[config.mk]
export PLATFORM = sky130hd
export DESIGN_NAME = rx_da_filter
export DESIGN_NICKNAME = d
export VERILOG_FILES = /design/src/rtl/rx_da_filter.sv
export SDC_FILE = /design/constraint.sdc
export NUM_CORES = 1
export LEC_CHECK = 0
export CAP_MARGIN = 10
export CORE_MARGIN = 1.5
export CORE_UTILIZATION = 38
export CTS_BUF_LIST = sky130_fd_sc_hd__clkbuf_16
export CTS_CLUSTER_SIZE = 25
export DETAILED_ROUTE_END_ITERATION = 7
export DONT_BUFFER_PORTS = 1
export GPL_TIMING_DRIVEN = 1
export PLACE_DENSITY = 0.6
export SYNTH_ARGS = -nofsm -noshare
export SYNTH_HDL_FRONTEND = slang
export SYNTH_SLANG_ARGS = --single-unit
[constraint.sdc]
create_clock -name clk -period 2.96 [get_ports clk]
set_input_delay 0.592 -clock clk [delete_from_list [all_inputs] [get_ports clk]]
set_output_delay 0.592 -clock clk [all_outputs]
set_load 0.1 [all_outputs]
[src/rtl/rx_da_filter.sv]
// Receive destination-address filter.
// Captures the 6-byte DA from the receive byte stream and computes a CRC-32
// hash bin and per-entry station-address matches. It then issues one
// registered accept/reject strobe per frame.
//
//   state     | meaning
//   ----------+---------------------------------------------
//   S_IDLE    | waiting for a frame start (rx_sof with rx_dv)
//   S_COLLECT | accumulating DA bytes 1..5 (byte 0 taken on entry)
//   S_DONE    | DA complete; further bytes ignored until next sof
module rx_da_filter #(
   parameter int HASH_W = 7,
   parameter int N_SA   = 2
) (
   input  logic                       clk,
   input  logic                       rst_n,
   input  logic                       rx_dv,
   input  logic                       rx_sof,
   input  logic [7:0]                 rx_data,
   input  logic                       rx_abort,
   input  logic [5:0]                 cfg_mode,
   input  logic [(1<<HASH_W)-1:0]     cfg_hash_tbl,
   input  logic [48*N_SA-1:0]         cfg_sa,
   input  logic [N_SA-1:0]            cfg_sa_en,
   output logic                       flt_valid,
   output logic                       flt_accept,
   output logic                       flt_bcast,
   output logic                       flt_mcast,
   output logic [N_SA-1:0]            flt_sa_hit,
   output logic [HASH_W-1:0]          flt_bin
);

   typedef enum logic [1:0] {S_IDLE, S_COLLECT, S_DONE} state_t;

   state_t             state_q, state_d;
   logic [2:0]         cnt_q, cnt_d;
   logic [31:0]        crc_q, crc_d;
   logic [N_SA-1:0]    match_q, match_d;
   logic               bcast_q, bcast_d;
   logic               grp_q, grp_d;
   logic               done_q, done_d;

   logic               valid_q;
   logic               accept_q, bc_q, mc_q;
   logic [N_SA-1:0]    hit_q;
   logic [HASH_W-1:0]  bin_q;

   logic               start;
   logic [2:0]         cnt_sel;
   logic [31:0]        crc_step;
   logic [N_SA-1:0]    byte_eq;
   logic [HASH_W-1:0]  bin_w;
   logic               mcast_w, ucast_w, tbl_hit, accept_w;

   // Ethernet CRC-32, eight serial steps, bit 0 of the byte first.
   function automatic logic [31:0] crc_byte(input logic [31:0] c_in, input logic [7:0] d);
      logic [31:0] c;
      logic        fb;
      c = c_in;
      for (int i = 0; i < 8; i++) begin
         fb = c[31] ^ d[i];
         c  = {c[30:0], 1'b0} ^ (fb ? 32'h04C11DB7 : 32'h0);
      end
      return c;
   endfunction

   // Per-byte datapath: CRC step and station-address byte compares.
   always_comb begin
      start    = rx_dv & rx_sof;
      cnt_sel  = start ? 3'd0 : cnt_q;
      crc_step = crc_byte(start ? 32'hFFFFFFFF : crc_q, rx_data);
      byte_eq  = '0;
      for (int k = 0; k < N_SA; k++) begin
         byte_eq[k] = (rx_data == cfg_sa[48*k + 40 - 8*int'(cnt_sel) +: 8]);
      end
   end

   // Next-state and collection-register update; sof beats abort, abort beats a byte.
   always_comb begin
      state_d = state_q;
      cnt_d   = cnt_q;
      crc_d   = crc_q;
      match_d = match_q;
      bcast_d = bcast_q;
      grp_d   = grp_q;
      done_d  = 1'b0;
      if (start) begin
         state_d = S_COLLECT;
         cnt_d   = 3'd1;
         crc_d   = crc_step;
         match_d = cfg_sa_en & byte_eq;
         bcast_d = (rx_data == 8'hFF);
         grp_d   = rx_data[0];
      end else if (rx_abort) begin
         state_d = S_IDLE;
      end else if (state_q == S_COLLECT && rx_dv) begin
         crc_d   = crc_step;
         match_d = match_q & byte_eq;
         bcast_d = bcast_q & (rx_data == 8'hFF);
         if (cnt_q == 3'd5) begin
            state_d = S_DONE;
            done_d  = 1'b1;
         end else begin
            cnt_d = cnt_q + 3'd1;
         end
      end
   end

   // Collection state register.
   always_ff @(posedge clk) begin
      if (!rst_n) begin
         state_q <= S_IDLE;
         cnt_q   <= '0;
         crc_q   <= '1;
         match_q <= '0;
         bcast_q <= 1'b0;
         grp_q   <= 1'b0;
         done_q  <= 1'b0;
      end else begin
         state_q <= state_d;
         cnt_q   <= cnt_d;
         crc_q   <= crc_d;
         match_q <= match_d;
         bcast_q <= bcast_d;
         grp_q   <= grp_d;
         done_q  <= done_d;
      end
   end

   // Decision from the completed DA; bin is the bit-reversed CRC top bits.
   always_comb begin
      bin_w = '0;
      for (int i = 0; i < HASH_W; i++) begin
         bin_w[i] = crc_q[31-i];
      end
      mcast_w  = grp_q & ~bcast_q;
      ucast_w  = ~grp_q;
      tbl_hit  = cfg_hash_tbl[bin_w];
      accept_w = cfg_mode[0]
               | (bcast_q & cfg_mode[1])
               | (mcast_w & cfg_mode[2])
               | (ucast_w & cfg_mode[3] & (|match_q))
               | (ucast_w & cfg_mode[4] & tbl_hit)
               | (mcast_w & cfg_mode[5] & tbl_hit);
   end

   // Registered strobe and held results, updated only in the decision cycle.
   always_ff @(posedge clk) begin
      if (!rst_n) begin
         valid_q  <= 1'b0;
         accept_q <= 1'b0;
         bc_q     <= 1'b0;
         mc_q     <= 1'b0;
         hit_q    <= '0;
         bin_q    <= '0;
      end else begin
         valid_q <= done_q;
         if (done_q) begin
            accept_q <= accept_w;
            bc_q     <= bcast_q;
            mc_q     <= mcast_w;
            hit_q    <= match_q;
            bin_q    <= bin_w;
         end
      end
   end

   assign flt_valid  = valid_q;
   assign flt_accept = accept_q;
   assign flt_bcast  = bc_q;
   assign flt_mcast  = mc_q;
   assign flt_sa_hit = hit_q;
   assign flt_bin    = bin_q;

endmodule

==> results of run 1 <==
final timing paths:
kind         cells past startpoint  slack [ps]          to
max                             10         490  match_q[1]
min                              1         360  state_q[1]
max reg2reg                     10         490  match_q[1]
min reg2reg                      2         450  state_q[1]
area by class of cell:
cell class | count | area share (%)
Timing Repair Buffer | 26 | 4.08
Inverter | 13 | 0.772
Tap cell | 211 | 4.17
Multi-Input combinational cell | 582 | 71.0
Sequential cell | 55 | 17.5
Clock buffer | 5 | 1.98
Antenna cell | 4 | 0.158
Clock inverter | 3 | 0.376
per-layer routing:
| layer | GRT usage [%] | vias up |
|---|---|---|
| met3 | 4.75 | 44 |
| met5 | 0 | - |
| met2 | 43.8 | 301 |
| met4 | 10.6 | 0 |
| met1 | 24.6 | 2642 |
| li1 | - | 2572 |
metrics by stage:
step | power [W] | hold WS [ps]
2_1_floorplan | 0.00202 | 426
3_3_place_gp | 0.00220 | 439
3_5_place_dp | 0.00223 | 447
5_1_grt | 0.00299 | 349
6_report | 0.00282 | 361
4_1_cts | 0.00284 | 353
power by group:
| group | leakage, nW | switching (W) | internal [W] | total, W |
|---|---|---|---|---|
| clock | 0.0717 | 0.000287 | 0.000319 | 0.000606 |
| sequential | 0.450 | 0.0000660 | 0.000807 | 0.000873 |
| combinational | 1.72 | 0.000681 | 0.000665 | 0.00135 |
| total | 2.24 | 0.00103 | 0.00179 | 0.00282 |
worst max-delay path, delay by kind of cell (launching register included):
family,cells,cell delay (ps)
simple gates,3,780
mux,1,230
flops,1,490
buf+inv,2,450
compound gates,3,320
xor+xnor,1,110
logic make-up (layout without fill, tap and decap cells):
kind of cell	count (synthesis)	after routing	share of synthesized area, %
other	0	4	0
muxes	84	84	21.2
buffers and inverters	85	47	7.38
DFF	55	55	18.2
xor gates and xnor gates	87	87	14.8
AOI/OAI and AO/OA	193	193	21.3
and+or+nand+nor	215	215	16.5
adders and majority gates	3	3	0.622
layout by cell type, fill, tap and decap left out, drive strengths merged, types with 14 or more instances in the layout:
master / Yosys / layout
nor2b: 19 / 19
o211ai: 20 / 20
o21ai: 33 / 33
dfxtp: 55 / 55
a21oi: 57 / 57
nor2: 82 / 82
xor2: 22 / 22
xnor2: 65 / 65
nor3: 18 / 18
inv: 13 / 14
nand2: 61 / 61
mux4: 34 / 34
mux2i: 40 / 40
buf: 43 / 26
sequential cells by signal, summed over array words and instances (netlist names), 2 cells and up:
name        flops
crc_q          32
flt_bin         7
cnt_q           3
flt_sa_hit      2
match_q         2
state_q         2
Yosys cell counts, types with 5 or more instances:
master and number:
nand2_1 60, xnor2_1 53, o211ai_1 20, a21oi_1 57, nor2_1 81, nand3_1 7, o21ai_0 28, mux4_2 34
mux2_2 9, nor2b_1 19, clkbuf_1 29, xnor2_2 9, nor3_1 17, dfxtp_1 55, mux2i_1 40, o221ai_1 11
buf_6 7, buf_2 17, nor4_1 5, a22oi_1 10, buf_1 5, buf_4 14, inv_1 12, o22ai_1 13
o21ai_1 5, xor2_1 21
==> reports/results.tsv, run 1 <==
stage	metric	value	unit
finish	nets	931	
clocking	Setup Fix Bufs, Post-CTS	0	
setup_path	worst-path cell chain	buf_12 > buf_12 > mux2i_1 > nand2_1 > o221ai_1 > xnor2_1 > nor3_1 > a31oi_1 > or4_1 > o21ai_1	
sta	min cycle time layout	2470	ps
route	total wire length	19800	um
power	peak supply drop	247	uV
setup_path	critical path's slowest cell	or4_1	
finish	area of the multi-input gates	4490	um2
finish	Filler cells	1531	
run_status	status	completed	
synth	Synth Register Bits	55	
setup_path	reg2reg start	cnt_q[0]	
sta	Setup Skew	5.36	ps
power	LEAKAGE	2.24	nW
placed_design	dpl ws	428	ps
synth	number of flops mapped to enable cells by yosys	0	
clocking	htree depth	2	
synth	Cell variety after synth	70	
setup_path	Max FO, Critical Path	38	
clocking	worst skew pair latency	300	ps
sta	Max Freq	0.404	GHz
synth	Ys Warns	0	
route	drt first pass iters	5	
sta	Hold Vio Cnt, Final	0	
clocking	Clock Tree Buf Depth	2	
global_routing	first-pass GRT wire length	29800	um
clocking	Num CTS Buffers	5	
sta	Tcrit/Tclk final	83.5	%
synth	Cells after Synth	722	
finish	post-layout util	41.1	%
synth	syn_area_per_cell	8.36	um2
finish	post-route cell area	6320	um2
finish	Layout area overhead	4.81	%
global_routing	initial antenna violation count	4	
placed_design	I/O Buffers	0	
power	Cell Pwr Density	447	nW/um2
setup_path	WP data required	3190	ps
synth	top cell type's share of synthesized area	18.2	%
synth	Synth area leader	dfxtp_1	
finish	Non-Filler Instances	899	
floorplan	core area	15400	um2
clocking	TritonCTS clock tree	yes	
placed_design	DP Area	6170	um2
setup_path	CP Class	reg -> reg	
global_routing	largest net degree at the start of global routing	55	
synth	asr flop ratio synth	0	%
route	drt first-iter violations	325	
synth	post-synthesis sequential area ratio	18.2	%
route	met3 WL post-DR	1720	um
clocking	root buf cell	clkbuf_16	
synth	Netlist Area Pre-Place	6030	um2
setup_path	Critical path origin	cnt_q[0]	
sta	worst setup margin	487	ps
floorplan	die area	16600	um2
setup_path	Setup crit start kind	register	
clocking	Post-CTS Hold Fix Bufs	0	
route	metal2 WL	10200	um
sta	setup violators final	0	
clocking	CTS clk-pin slew, worst paths	70	ps
route	DRC Markers	0	
finish	layout cells sized above 1	15.2	%
route	Vias per Instance	6.18	
route	DR WL/cell	22.0	um
floorplan	Core Rows	45	
synth	synth top area cells	dfxtp_1 (18%), mux4_2 (13%), xnor2_1 (7.7%)	
clocking	post_cts resized	0	
setup_path	WP data arrival	2710	ps
global_routing	Global Route Usage Sum	23.1	%
finish	Register Area	1100	um2
placed_design	Placed Instances	887	
sta	Max-Slew Margin vs Limit	33.7	%
floorplan	Initial Util	39.3	%
route	DR vias	5559	
floorplan	die height	129	um
sta	unrepaired setup endpoints after global routing	false	
route	Top Layer Used	met4	
synth	Most used DFF post-synth	dfxtp_1	
min_path	Hold Crit Start	rx_abort	
clocking	CTS sink count	55	
route	Metal-1 WL	7120	um
sta	Final Max Tran Viols	0	
setup_path	cell mode on critical path	buf_12	
sta	Least-Margin Pin Slew	993	ps
global_routing	grt total ovfl	0	
placed_design	HPWL after DPL	15300	um
setup_path	slowest stage delay, CP	520	ps
floorplan	number of I/O pins	258	
min_path	type of the worst min-delay path	in -> reg	
run	max cap viols	0	
synth	Mapped Nets	970	
sta	Setup TNS	0	ps
route	Antenna Nets Post-Route	0	
setup_path	CP Capture Type	register	
placed_design	RD Place Congestion	0.954	
global_routing	number of global-route vias before repair	5629	
floorplan	DIE WIDTH	129	um
Note: power is estimated with default switching activity, not from simulation.
==> inputs of run 2 (changes only) <==
--- a/config.mk
+++ b/config.mk
@@ -13,7 +13,7 @@
 export DETAILED_ROUTE_END_ITERATION = 7
 export DONT_BUFFER_PORTS = 1
 export GPL_TIMING_DRIVEN = 1
-export PLACE_DENSITY = 0.6
+export PLACE_DENSITY = 0.58
 export SYNTH_ARGS = -nofsm -noshare
 export SYNTH_HDL_FRONTEND = slang
 export SYNTH_SLANG_ARGS = --single-unit
==> constraint.sdc (replaced) <==
create_clock -name clk -period 2.6 [get_ports clk]
set_input_delay 0.52 -clock clk [delete_from_list [all_inputs] [get_ports clk]]
set_output_delay 0.52 -clock clk [all_outputs]
set_load 0.1 [all_outputs]
==> reports/results.tsv, run 2 (same netlist as run 1, synthesis figures left out) <==
stage	metric	value	unit
run_status	status	completed	
route	DRC Markers	0	
placed_design	RD Place Congestion	0.894	
floorplan	core area	15400	um2
route	Vias per Instance	6.03	
route	DR vias	5546	
sta	Tcrit/Tclk final	89.3	%
clocking	Post-CTS Hold Fix Bufs	0	
sta	worst setup margin	279	ps
clocking	root buf cell	clkbuf_16	
clocking	CTS clk-pin slew, worst paths	70	ps
sta	Final Max Tran Viols	0	
global_routing	Global Route Usage Sum	24.8	%
setup_path	reg2reg start	crc_q[31]	
clocking	Num CTS Buffers	5	
finish	commonest cells after routing, fill and taps aside	nor2_1 (80), nand2_1 (60), a21oi_1 (57), xnor2_1 (53), dfxtp_1 (52)	
sta	Max-Slew Margin vs Limit	63.9	%
finish	commonest non-fill, non-tap cell in the layout	nor2_1	
setup_path	critical path's slowest cell	mux4_2	
sta	unrepaired setup endpoints after global routing	false	
setup_path	WP data required	2760	ps
global_routing	first-pass GRT wire length	31700	um
sta	setup violators final	0	
route	total wire length	21100	um
setup_path	Max FO, Critical Path	32	
global_routing	grt total ovfl	0	
min_path	type of the worst min-delay path	in -> reg	
finish	nets	953	
clocking	Clock Tree Buf Depth	2	
global_routing	largest net degree at the start of global routing	55	
placed_design	dpl ws	197	ps
run	max cap viols	0	
placed_design	HPWL after DPL	16300	um
setup_path	CP Class	reg -> reg	
floorplan	number of I/O pins	258	
finish	Layout area overhead	8.87	%
finish	area of the multi-input gates	4510	um2
setup_path	CP Capture Type	register	
sta	Max Freq	0.431	GHz
route	Antenna Nets Post-Route	0	
setup_path	Crit path max-delay family	multiplexers	
floorplan	die area	16600	um2
finish	Largest Register	crc_q	
global_routing	initial antenna violation count	3	
sta	min cycle time layout	2320	ps
min_path	Hold Crit Start	rx_abort	
global_routing	number of global-route vias before repair	5693	
setup_path	worst reg2reg setup slack	280	ps
setup_path	worst-path cell chain	buf_12 > mux4_2 > mux4_2 > o41ai_1 > a311o_1 > o22ai_1	
finish	post-layout util	42.7	%
sta	Setup Skew	5.99	ps
sta	Hold Vio Cnt, Final	0	
route	drt first pass iters	5	
power	LEAKAGE	2.38	nW
clocking	worst skew pair latency	300	ps
power	Cell Pwr Density	525	nW/um2
setup_path	cell mode on critical path	mux4_2	
sta	Setup TNS	0	ps
clocking	post_cts resized	0	
floorplan	DIE WIDTH	129	um
finish	Filler cells	1522	
route	DR WL/cell	22.9	um
clocking	TritonCTS clock tree	yes	
power	peak supply drop	316	uV
floorplan	die height	129	um
setup_path	WP data arrival	2480	ps
route	drt first-iter violations	320	
floorplan	Core Rows	45	
floorplan	Initial Util	39.3	%
finish	layout cells sized above 1	18.4	%
placed_design	I/O Buffers	0	
setup_path	Setup crit start kind	register	
setup_path	Critical path origin	crc_q[31]	
clocking	CTS sink count	55	
setup_path	slowest stage delay, CP	540	ps
sta	Least-Margin Pin Slew	536	ps
clocking	Setup Fix Bufs, Post-CTS	0	
finish	max reg flops	32	
setup_path	Buf+Inv Stages, Crit Path	1	
clocking	htree depth	2	
finish	Register Area	1100	um2
==> run 2: cell types whose count changed in the layout (fill, tap and decap cells not counted), sizes merged <==
cell	change
clkinv	-1
bufinv	+2
diode	-1
inv	-1
buf	+22
==> run 2: final cells by class <==
cell class,count,share of cell area (%)
Antenna cell,3,0.114
Clock buffer,5,1.90
Clock inverter,3,1.03
Inverter,13,0.781
Multi-Input combinational cell,582,68.7
Sequential cell,55,16.8
Tap cell,211,4.02
Timing Repair Buffer,48,6.63
==> run 2: per-stage QoR <==
| stage | instance area (um2) | cells | power [W] | hold WS (ps) |
|---|---|---|---|---|
| final | 6570 | 920 | 0.00345 | 283 |
| after global routing | 6570 | 920 | 0.00366 | 276 |
| after CTS | 6560 | 917 | 0.00347 | 279 |
| after detailed placement | 6370 | 909 | 0.00259 | 443 |
| after global placement | 6370 | 909 | 0.00257 | 439 |
| after floorplan | 6100 | 722 | 0.00230 | 426 |
==> run 2: path summary, 6_finish.rpt <==
path | to | depth (start not counted)
setup / recovery | flt_accept | 6
hold / removal | state_q[1] | 1
setup reg to reg | flt_accept | 6
hold reg to reg | state_q[1] | 2
==> run 2: per-layer routing <==
metal | track usage, % | wire, um | up-vias
met5 | 0 | 0 | -
met4 | 9.19 | 572 | 0
met3 | 5.00 | 1680 | 27
met2 | 47.7 | 10900 | 280
met1 | 26.6 | 7900 | 2628
li1 | - | - | 2611
==> run 2: where the power goes <==
part	leakage [nW]	internal, W	switching (W)	total (W)
clock network	0.0900	0.000552	0.000319	0.000871
registers	0.450	0.000919	0.0000689	0.000988
logic	1.83	0.000799	0.000791	0.00159
total	2.38	0.00227	0.00118	0.00345
==> inputs of run 3 (changes only) <==
--- a/config.mk
+++ b/config.mk
@@ -6,14 +6,14 @@
 export NUM_CORES = 1
 export LEC_CHECK = 0
 export CAP_MARGIN = 10
-export CORE_MARGIN = 1.5
-export CORE_UTILIZATION = 38
+export CORE_AREA = 2 2 99 101
 export CTS_BUF_LIST = sky130_fd_sc_hd__clkbuf_16
 export CTS_CLUSTER_SIZE = 25
 export DETAILED_ROUTE_END_ITERATION = 7
+export DIE_AREA = 0 0 101 103
 export DONT_BUFFER_PORTS = 1
 export GPL_TIMING_DRIVEN = 1
-export PLACE_DENSITY = 0.58
+export PLACE_DENSITY = 0.87
 export SYNTH_ARGS = -nofsm -noshare
 export SYNTH_HDL_FRONTEND = slang
 export SYNTH_SLANG_ARGS = --single-unit
==> constraint.sdc (replaced) <==
create_clock -name clk -period 2.3 [get_ports clk]
set_input_delay 0.46 -clock clk [delete_from_list [all_inputs] [get_ports clk]]
set_output_delay 0.46 -clock clk [all_outputs]
set_load 0.1 [all_outputs]
==> reports/results.tsv, run 3 (same netlist as run 1, synthesis figures left out) <==
stage	metric	value	unit
route	drt first-iter violations	480	
floorplan	die area	10400	um2
min_path	hold path depth	1	
finish	commonest cells after routing, fill and taps aside	nor2_1 (79), buf_4 (63), nand2_1 (60), a21oi_1 (57)	
clocking	Clock Tree Buf Depth	2	
clocking	CTS sink count	55	
global_routing	Global Route Usage Sum	36.9	%
route	Vias per Instance	7.04	
global_routing	initial antenna violation count	5	
setup_path	CP Capture Type	register	
route	drt first pass iters	7	
sta	setup violators final	1	
floorplan	number of I/O pins	258	
setup_path	slowest stage delay, CP	520	ps
setup_path	critical path's slowest cell	mux4_2	
sta	Setup Skew	3.85	ps
power	peak supply drop	375	uV
clocking	htree depth	2	
setup_path	Max FO, Critical Path	6	
placed_design	I/O Buffers	0	
sta	Least-Margin Pin Slew	507	ps
sta	Max-Slew Margin vs Limit	66.2	%
placed_design	RD Place Congestion	1.01	
setup_path	CP Class	reg -> reg	
finish	post-route cell area	6710	um2
setup_path	FF-to-FF path depth	6	
finish	nets	978	
run_status	failing checks	negative setup slack	
sta	min cycle time layout	2370	ps
sta	Final Max Tran Viols	0	
floorplan	DIE WIDTH	101	um
route	DRC Markers	0	
run_status	status	finished with violations	
finish	Largest Register	crc_q	
route	DR vias	5987	
route	DR WL/cell	24.2	um
min_path	type of the worst min-delay path	in -> reg	
floorplan	die height	103	um
clocking	TritonCTS clock tree	yes	
floorplan	Core Rows	36	
power	Cell Pwr Density	585	nW/um2
finish	commonest non-fill, non-tap cell in the layout	nor2_1	
route	total wire length	20600	um
setup_path	WP data arrival	2520	ps
finish	Layout area overhead	11.2	%
sta	Tcrit/Tclk final	103	%
run	max cap viols	0	
clocking	Num CTS Buffers	5	
placed_design	DP Area	6400	um2
sta	Min Hold Slack	225	ps
clocking	root buf cell	clkbuf_16	
clocking	CTS clk-pin slew, worst paths	80	ps
global_routing	grt total ovfl	0	
power	LEAKAGE	2.52	nW
sta	Setup TNS	-68.6	ps
setup_path	cell mode on critical path	mux4_2	
clocking	worst skew pair latency	300	ps
floorplan	Initial Util	63.8	%
setup_path	WP data required	2450	ps
clocking	Post-CTS Hold Fix Bufs	0	
sta	Max Freq	0.422	GHz
global_routing	first-pass GRT wire length	29800	um
sta	Hold Vio Cnt, Final	0	
setup_path	Setup crit start kind	register	
floorplan	core area	9460	um2
placed_design	HPWL after DPL	15400	um
setup_path	worst-path cell chain	clkbuf_16 > mux4_2 > mux4_2 > o41ai_1 > a311o_1 > o22ai_1	
global_routing	number of global-route vias before repair	5843	
finish	max reg flops	32	
route	Antenna Nets Post-Route	0	
sta	worst setup margin	-68.6	ps
finish	Filler cells	673	
global_routing	largest net degree at the start of global routing	55	
finish	layout cells sized above 1	22.3	%
## run 3: cell count changes in the layout (fill, tap and decap cells not counted), sizes merged
| cell | change |
|---|---|
| clkinvlp | -1 |
| clkinv | +1 |
| bufinv | -2 |
| clkbuf | +2 |
| buf | +23 |
| inv | +2 |
| diode | +2 |
## run 3: metal layers
metal	vias to the layer above	GRT usage (%)	share of wire [%]
met2	443	63.8	49
met1	2778	39.9	35
met4	0	22.8	6.1
met3	101	10.4	10
met5	-	1.92	0
li1	2665	-	-
## run 3: area by class of cell
class	instances	area (um2)	share of cell area, %
diodes	5	12.5	0.186
clock buffers	5	125	1.86
clock inverters	3	33.8	0.504
inverters	13	53.8	0.802
multi-input cells	582	4550	67.9
flip-flops and latches	55	1110	16.6
well taps	114	143	2.13
repair buffers	73	674	10.1
## run 3: path summary, 6_finish.rpt
kind | from | to | slack, ps
setup reg to reg | crc_q[31] | flt_accept | -70
hold / removal | rx_abort | state_q[1] | 230
hold reg to reg | state_q[1] | state_q[1] | 480
setup / recovery | crc_q[31] | flt_accept | -70
## run 3: metrics by stage
stage / worst slack [ps] / total power [W] / std cells / util [%]
3_3_place_gp: 83.2 / 0.00292 / 831 / 67.7
5_1_grt: -112 / 0.00411 / 850 / 70.9
2_1_floorplan: -191 / 0.00260 / 722 / -
4_1_cts: 37.8 / 0.00381 / 839 / 69.4
6_report: -68.6 / 0.00392 / 850 / 70.9
3_5_place_dp: 8.88 / 0.00298 / 831 / 67.7
## run 3: power by group
part	internal (W)	switching (W)
clock network	0.000422	0.000393
registers	0.00104	0.0000834
logic	0.00101	0.000973
total	0.00247	0.00145
## run 3: worst max-delay path, delay by kind of cell, from the launching register on
| family | cells | cell delay [ps] |
|---|---|---|
| AO/OA/AOI/OAI | 3 | 610 |
| flip-flops | 1 | 420 |
| multiplexers | 2 | 1010 |
| buffers and inverters | 1 | 180 |
## run 3: repair_timing
item / CTS / global route
gates resized for setup: 2 / 14
buffers inserted: 0 / 4
gates cloned: 0 / 2
endpoints found under the setup margin: 2 / 6
pin swaps: 0 / 3
